--- src/rtl/heap_cmd_arbiter_if.sv ---
// heap_cmd_arbiter_if: command/response channel between the button front-end and the heap engine.
//   cmd_valid/cmd_ready : valid/ready handshake for one heap command
//   cmd_op              : 0 PUSH, 1 POP, 2 TOP, 3 SIZE
//   cmd_data            : push operand (0 for other ops)
//   rsp_valid           : one-cycle response strobe from the heap
//   rsp_data            : popped/top value or size
//   rsp_err             : heap full on PUSH, empty on POP/TOP
// Modports: master = arbiter side, slave = heap side.
interface heap_cmd_arbiter_if #(
   parameter int unsigned DATA_W = 8
) ();
   logic              cmd_valid;
   logic [1:0]        cmd_op;
   logic [DATA_W-1:0] cmd_data;
   logic              cmd_ready;
   logic              rsp_valid;
   logic [DATA_W-1:0] rsp_data;
   logic              rsp_err;

   modport master (
      output cmd_valid, cmd_op, cmd_data,
      input  cmd_ready, rsp_valid, rsp_data, rsp_err
   );

   modport slave (
      input  cmd_valid, cmd_op, cmd_data,
      output cmd_ready, rsp_valid, rsp_data, rsp_err
   );
endinterface

--- src/rtl/heap_cmd_arbiter.sv ---
// heap_cmd_arbiter: turns the four operator buttons into single heap commands.
// Buttons are synchronised and edge-detected into pending requests; one request is granted at a
// time, issued over the valid/ready command channel, and the heap response is latched onto
// disp/leds.
// Ports:
//   clk_i       system clock, rising edge
//   rst_ni      asynchronous active-low reset
//   btns_i      raw buttons: [0] PUSH, [1] POP, [2] TOP, [3] SIZE
//   switches_i  push operand, captured on a PUSH edge
//   heap_io     command/response channel (master modport); its DATA_W must match this module's
//   disp_o      last successful POP/TOP/SIZE response value
//   leds_o      [3:0] one-hot last op, [4] rsp_err, [5] timeout, [6] busy, [7] sticky overrun
//   busy_o      FSM not idle
// Build option: define HEAP_ARB_RR_EN for round-robin arbitration (default: fixed priority,
// lowest index first).
module heap_cmd_arbiter #(
   parameter int unsigned DATA_W      = 8,
   parameter int unsigned SYNC_STAGES = 2,
   parameter int unsigned TIMEOUT     = 255
) (
   input  logic               clk_i,
   input  logic               rst_ni,
   input  logic [3:0]         btns_i,
   input  logic [DATA_W-1:0]  switches_i,
   heap_cmd_arbiter_if.master heap_io,
   output logic [DATA_W-1:0]  disp_o,
   output logic [7:0]         leds_o,
   output logic               busy_o
);

   typedef enum logic [1:0] {
      StIdle  = 2'd0,
      StIssue = 2'd1,
      StWait  = 2'd2
   } state_e;

   state_e                      state_q, state_d;
   logic [SYNC_STAGES-1:0][3:0] sync_q;
   logic [3:0]                  btn_prev_q;
   logic [3:0]                  rise;
   logic [3:0]                  pending_q, pending_d;
   logic [3:0]                  clr;
   logic                        overrun_q, overrun_d;
   logic [DATA_W-1:0]           push_q, push_d;
   logic                        cmd_valid_q, cmd_valid_d;
   logic [1:0]                  cmd_op_q, cmd_op_d;
   logic [DATA_W-1:0]           cmd_data_q, cmd_data_d;
   logic [7:0]                  timer_q, timer_d;
   logic [5:0]                  status_q, status_d;
   logic [DATA_W-1:0]           disp_q, disp_d;
   logic [1:0]                  grant;
   logic                        handshake;

   // Synchroniser chain plus one delayed copy for rising-edge detection.
   always_ff @(posedge clk_i or negedge rst_ni) begin
      if (!rst_ni) begin
         sync_q     <= '0;
         btn_prev_q <= '0;
      end else begin
         sync_q     <= {sync_q[SYNC_STAGES-2:0], btns_i};
         btn_prev_q <= sync_q[SYNC_STAGES-1];
      end
   end

   assign rise = sync_q[SYNC_STAGES-1] & ~btn_prev_q;

   // Set wins over a same-cycle clear; a repeated edge only flags overrun.
   always_comb begin
      clr = '0;
      if (handshake) begin
         clr[cmd_op_q] = 1'b1;
      end
      pending_d = (pending_q & ~clr) | rise;
      overrun_d = overrun_q | (|(rise & pending_q));
      push_d    = rise[0] ? switches_i : push_q;
   end

`ifdef HEAP_ARB_RR_EN
   // Pointer holds last_grant+1; the search starts there and wraps 3 -> 0.
   logic [1:0] ptr_q, ptr_d;
   logic [1:0] idx;

   always_comb begin
      grant = '0;
      idx   = '0;
      // Walk downwards so the candidate closest to the pointer is assigned last and wins.
      for (int k = 3; k >= 0; k--) begin
         idx = ptr_q + 2'(k);
         if (pending_q[idx]) begin
            grant = idx;
         end
      end
   end

   assign ptr_d = handshake ? (cmd_op_q + 2'd1) : ptr_q;

   always_ff @(posedge clk_i or negedge rst_ni) begin
      if (!rst_ni) begin
         ptr_q <= '0;
      end else begin
         ptr_q <= ptr_d;
      end
   end
`else
   always_comb begin
      grant = '0;
      // Walk downwards so the lowest set index is assigned last and wins.
      for (int k = 3; k >= 0; k--) begin
         if (pending_q[k]) begin
            grant = 2'(k);
         end
      end
   end
`endif

   always_comb begin
      state_d     = state_q;
      cmd_valid_d = cmd_valid_q;
      cmd_op_d    = cmd_op_q;
      cmd_data_d  = cmd_data_q;
      timer_d     = timer_q;
      status_d    = status_q;
      disp_d      = disp_q;
      handshake   = 1'b0;
      unique case (state_q)
         StIdle: begin
            if (|pending_q) begin
               cmd_op_d    = grant;
               cmd_data_d  = (grant == 2'd0) ? push_q : '0;
               cmd_valid_d = 1'b1;
               state_d     = StIssue;
            end
         end
         StIssue: begin
            if (heap_io.cmd_ready) begin
               handshake   = 1'b1;
               cmd_valid_d = 1'b0;
               timer_d     = '0;
               state_d     = StWait;
            end
         end
         StWait: begin
            timer_d = timer_q + 8'd1;
            if (heap_io.rsp_valid) begin
               status_d = {1'b0, heap_io.rsp_err, 4'b0001 << cmd_op_q};
               if ((cmd_op_q != 2'd0) && !heap_io.rsp_err) begin
                  disp_d = heap_io.rsp_data;
               end
               state_d = StIdle;
            end else if (timer_q == 8'(TIMEOUT - 1)) begin
               // Abort: last op/err indication stays, only the timeout flag is raised.
               status_d[5] = 1'b1;
               state_d     = StIdle;
            end
         end
         default: begin
            state_d = StIdle;
         end
      endcase
   end

   always_ff @(posedge clk_i or negedge rst_ni) begin
      if (!rst_ni) begin
         state_q     <= StIdle;
         pending_q   <= '0;
         overrun_q   <= 1'b0;
         push_q      <= '0;
         cmd_valid_q <= 1'b0;
         cmd_op_q    <= '0;
         cmd_data_q  <= '0;
         timer_q     <= '0;
         status_q    <= '0;
         disp_q      <= '0;
      end else begin
         state_q     <= state_d;
         pending_q   <= pending_d;
         overrun_q   <= overrun_d;
         push_q      <= push_d;
         cmd_valid_q <= cmd_valid_d;
         cmd_op_q    <= cmd_op_d;
         cmd_data_q  <= cmd_data_d;
         timer_q     <= timer_d;
         status_q    <= status_d;
         disp_q      <= disp_d;
      end
   end

   assign heap_io.cmd_valid = cmd_valid_q;
   assign heap_io.cmd_op    = cmd_op_q;
   assign heap_io.cmd_data  = cmd_data_q;
   assign busy_o            = (state_q != StIdle);
   assign disp_o            = disp_q;
   assign leds_o            = {overrun_q, busy_o, status_q};

endmodule
--- src/flat_wrapper.sv ---
// flat-port wrapper written by rule: the top's interface ports become plain ports
module heap_cmd_arbiter_flat 
#(
   parameter int unsigned DATA_W      = 8,
   parameter int unsigned SYNC_STAGES = 2,
   parameter int unsigned TIMEOUT     = 255
)
  (clk_i, rst_ni, btns_i, switches_i, disp_o, leds_o, busy_o, heap_io_cmd_valid, heap_io_cmd_op, heap_io_cmd_data, heap_io_cmd_ready, heap_io_rsp_valid, heap_io_rsp_data, heap_io_rsp_err);
  heap_cmd_arbiter_if #(.DATA_W(DATA_W)) heap_io_i ();
  input  logic clk_i;
  input  logic rst_ni;
  input  logic [3:0] btns_i;
  input  logic [DATA_W-1:0] switches_i;
  output logic [DATA_W-1:0] disp_o;
  output logic [7:0] leds_o;
  output logic busy_o;
  output wire logic [$bits(heap_io_i.cmd_valid)-1:0] heap_io_cmd_valid;
  output wire logic [$bits(heap_io_i.cmd_op)-1:0] heap_io_cmd_op;
  output wire logic [$bits(heap_io_i.cmd_data)-1:0] heap_io_cmd_data;
  input wire logic [$bits(heap_io_i.cmd_ready)-1:0] heap_io_cmd_ready;
  input wire logic [$bits(heap_io_i.rsp_valid)-1:0] heap_io_rsp_valid;
  input wire logic [$bits(heap_io_i.rsp_data)-1:0] heap_io_rsp_data;
  input wire logic [$bits(heap_io_i.rsp_err)-1:0] heap_io_rsp_err;
  assign heap_io_cmd_valid = heap_io_i.cmd_valid;
  assign heap_io_cmd_op = heap_io_i.cmd_op;
  assign heap_io_cmd_data = heap_io_i.cmd_data;
  assign heap_io_i.cmd_ready = heap_io_cmd_ready;
  assign heap_io_i.rsp_valid = heap_io_rsp_valid;
  assign heap_io_i.rsp_data = heap_io_rsp_data;
  assign heap_io_i.rsp_err = heap_io_rsp_err;
  heap_cmd_arbiter #(.DATA_W(DATA_W), .SYNC_STAGES(SYNC_STAGES), .TIMEOUT(TIMEOUT)) u_core (.clk_i(clk_i), .rst_ni(rst_ni), .btns_i(btns_i), .switches_i(switches_i), .heap_io(heap_io_i), .disp_o(disp_o), .leds_o(leds_o), .busy_o(busy_o));
endmodule
--- config.mk ---
export PLATFORM = sky130hd
export DESIGN_NAME = heap_cmd_arbiter_flat
export DESIGN_NICKNAME = d
export VERILOG_FILES = /design/src/rtl/heap_cmd_arbiter_if.sv /design/src/rtl/heap_cmd_arbiter.sv /design/src/flat_wrapper.sv
export SDC_FILE = /design/constraint.sdc
export NUM_CORES = 1
export LEC_CHECK = 0
export ABC_AREA = 0
export ABC_CLOCK_PERIOD_IN_PS = 2250
export CORE_MARGIN = 8
export CORE_UTILIZATION = 45
export CTS_CLUSTER_DIAMETER = 100
export DETAILED_ROUTE_END_ITERATION = 10
export PLACE_DENSITY_LB_ADDON = 0.2
export SLEW_MARGIN = 25
export SYNTH_ARGS = -nofsm -noshare
export SYNTH_HDL_FRONTEND = slang
export SYNTH_SLANG_ARGS = --single-unit
--- constraint.sdc ---
create_clock -name clk_i -period 2.25 [get_ports clk_i]
set_clock_uncertainty 0.15 [all_clocks]
set_input_delay 0.675 -clock clk_i [delete_from_list [all_inputs] [get_ports clk_i]]
set_output_delay 0.675 -clock clk_i [all_outputs]
set_load 0.02 [all_outputs]
==> summary.txt <==
Power and ir drop
  – Peak supply drop: 0.619 mV
  – Pwr dens: 1250 nW/um^2
  – Leakage power: 1.43 nW

Timing
  – Worst Tran Pin Value: 0.312 ns
  – Final period util: 94.5%
  – RSZ-0062 raised after global routing: false
  – Setup TNS: 0 ns
  – Clock period minus worst slack: 2.13 ns
  – Hold Worst Slack: 0.190 ns
  – Final hold vios: 0
  – Final setup violation count: 0
  – Slew Viols, Final: 0
  – Max Freq: 471 MHz
  – Worst slew margin relative to its limit: 79.2%

Clock network
  – Post-CTS Hold Fix Bufs: 0
  – # Post-CTS Setup Buffers: 0
  – Clk sinks: 60
  – Clock tree from TritonCTS: done
  – Clock tree buffer depth: 2
  – Root Buffer: clkbuf_8
  – Clk pin slew, worst setup/hold paths: 0.06 ns
  – Num CTS Buffers: 9
  – Clk Latency, worst-skew pair: 0.33 ns
  – Number of H-tree levels: 3
  – Post-CTS resize count: 3

Drt
  – WL/cell: 14.6 um
  – Final wirelength: 4590 um
  – 1st-iter DRT viols: 56
  – Via count: 1579
  – Vias/cell: 5.03
  – Antenna Violating Nets Remaining: 0
  – Drt pass-1 iters: 4
  – DRC violations left: 0

Run
  – Max Cap Viol: 0

GRT
  – Initial antenna violation count: 0
  – First-pass GRT wire length: 7490 um
  – All-Layer GR Usage: 12.8%
  – Pin count of the biggest net entering global routing: 61
  – Overflow after GRT: 0
  – Vias in the first global route: 1566

Yosys
  – Post-synth EDFFs: 0
  – Share of the synthesized area in the top cell type: 64.2%
  – Count leader, synth: dfrtp_1
  – Synth cell count leaders: dfrtp_1 (60), mux2_2 (19), o21ai_0 (13)
  – Seq/Total Area, Yosys: 64.2%
  – Synthesized area: 2340 um^2
  – Synth Area in Adders: 1.07%
  – Synth warn: 0
  – Top cells by area, synth: dfrtp_1 (64%), mux2_2 (9.2%), a22o_2 (3.4%)
  – Largest area contributor in the synthesized netlist: dfrtp_1
  – Net Count, Synth: 200
  – Flops & latches, synth: 60
  – Syn avg cell area: 13.5 um^2
  – Post-Synth XOR/XNOR Area: 0%
  – Post-synthesis cell count: 173
  – Mux share of post-synthesis cell area: 10.9%
  – Count of cell types in the netlist: 33
  – Top_reg_cell synth: dfrtp_1
  – Simple-gate share of the synthesized area: 11.2%
  – Post-synthesis compound-gate area fraction: 10.4%
  – Largest family of logic cells by synthesized area: simple AND/OR/NAND/NOR gates
  – Async SR Flop Fraction: 100%

Setup path
  – Crit path cell chain: clkdlybuf4s50_1
  – CP startpoint: u_core.heap_io.cmd_op[0]
  – Family with the most delay on the worst path: buffers and inverters
  – Crit. End Element: output pin
  – Critical path type: reg2out
  – Critical Path Start Type: flop
  – Critical-path maximum fanout: 2
  – WP buf/inv: 1
  – Critical R2R Launch: u_core.state_q[0]
  – Highest-delay cell along the critical path: clkdlybuf4s50_1
  – WP data arrival: 1.30 ns
  – Max incr delay on CP: 0.62 ns
  – Worst path required time: 1.42 ns

Place
  – RD Place Congestion: 0.782
  – DP Wirelength: 3330 um
  – I/O Buffers: 52

Final layout
  – Nets: 268
  – Diode count: 0
  – Layout cell share with drive strength beyond 1: 23.4%
  – Synth-to-layout area growth: 36.3%

Die
  – I/O Pins: 53
  – Site Rows: 26
  – DIE HEIGHT: 88.1 um
  – Die X: 88.1 um
  – Core Box Area: 5070 um^2
  – Initial Util: 46.1%
  – Die area: 7760 um^2

Worst hold path
  – Type of the worst min-delay path: in2async

Outcome
  – Status: completed
## placed cells by master, fill, tap and decap left out, types with 3 or more instances in the layout
cell type,n
mux2i_1,4
inv_1,5
nand3_1,4
nand2b_1,5
nand3b_1,4
o21ai_0,13
nand2_1,12
nor2_1,4
clkbuf_8,12
dlygate4sd2_1,3
buf_4,9
a21oi_1,5
dfrtp_1,60
clkdlybuf4s50_1,48
a22o_2,8
nand4_1,3
mux2_2,19
## registers in the layout (all words and copies together) (netlist names)
register / flops
u_core.btn_prev_q: 4
u_core.disp_o: 8
u_core.heap_io.cmd_data: 8
u_core.heap_io.cmd_op: 2
u_core.heap_io.cmd_valid: 1
u_core.overrun_q: 1
u_core.pending_q: 4
u_core.push_q: 8
u_core.state_q: 2
u_core.status_q: 6
u_core.sync_q: 8
u_core.timer_q: 8
## metal layers
layer	global-route usage, %	part of all wire (%)	vias up
met3	4.03	5.2	11
met1	15.3	43	779
met5	0	0	-
met2	20.0	50	37
li1	-	-	752
met4	6.91	2.2	0
## where the power goes
| group | internal, mW | switching [mW] | leakage [nW] |
|---|---|---|---|
| clock network | 0.473 | 0.373 | 0.0941 |
| logic | 0.803 | 0.757 | 0.610 |
| registers | 1.38 | 0.213 | 0.729 |
| total | 2.65 | 1.34 | 1.43 |
## area by class of cell
| cell class | instances | area, um^2 |
|---|---|---|
| clock buffer | 12 | 165 |
| fill | 417 | 1890 |
| timing repair buffer | 63 | 619 |
| tap | 70 | 87.6 |
| sequential | 60 | 1500 |
| clock inverter | 2 | 10.0 |
| multi-input combinational | 102 | 785 |
| inverter | 5 | 18.8 |
## final timing paths
| path | to | slack, ns | depth (start not counted) |
|---|---|---|---|
| worst max-delay path | heap_io_cmd_op[0] | 0.12 | 1 |
| worst min-delay path | u_core.disp_o[7] | 0.19 | 2 |
| worst max register to register | u_core.disp_o[6] | 0.66 | 5 |
| worst min register to register | u_core.sync_q[7] | 0.20 | 0 |
| max in group asynchronous | u_core.push_q[0] | 1.50 | 2 |
| min in group clk_i | u_core.sync_q[7] | 0.20 | 0 |
## logic make-up (layout without fill, tap and decap cells)
logic type / Yosys count / in the layout
adders and majority gates: 2 / 2
and+or+nand+nor: 43 / 43
DFF: 60 / 60
muxes: 23 / 23
AOI/OAI and AO/OA: 34 / 34
buffers and inverters: 11 / 82
## per-stage QoR
stage,util (%),cells,setup slack [ns],cell area [um^2],total power [mW]
final,62.8,314,0.125,3190,4.00
after global routing,62.8,314,0.0658,3190,4.24
after CTS,62.8,314,0.0890,3190,4.05
after detailed placement,59.4,300,0.00998,3020,3.22
after global placement,59.4,300,0.0368,3020,3.19
after floorplan,-,173,0.285,2340,2.46
Power figures use the tool's default switching activity.
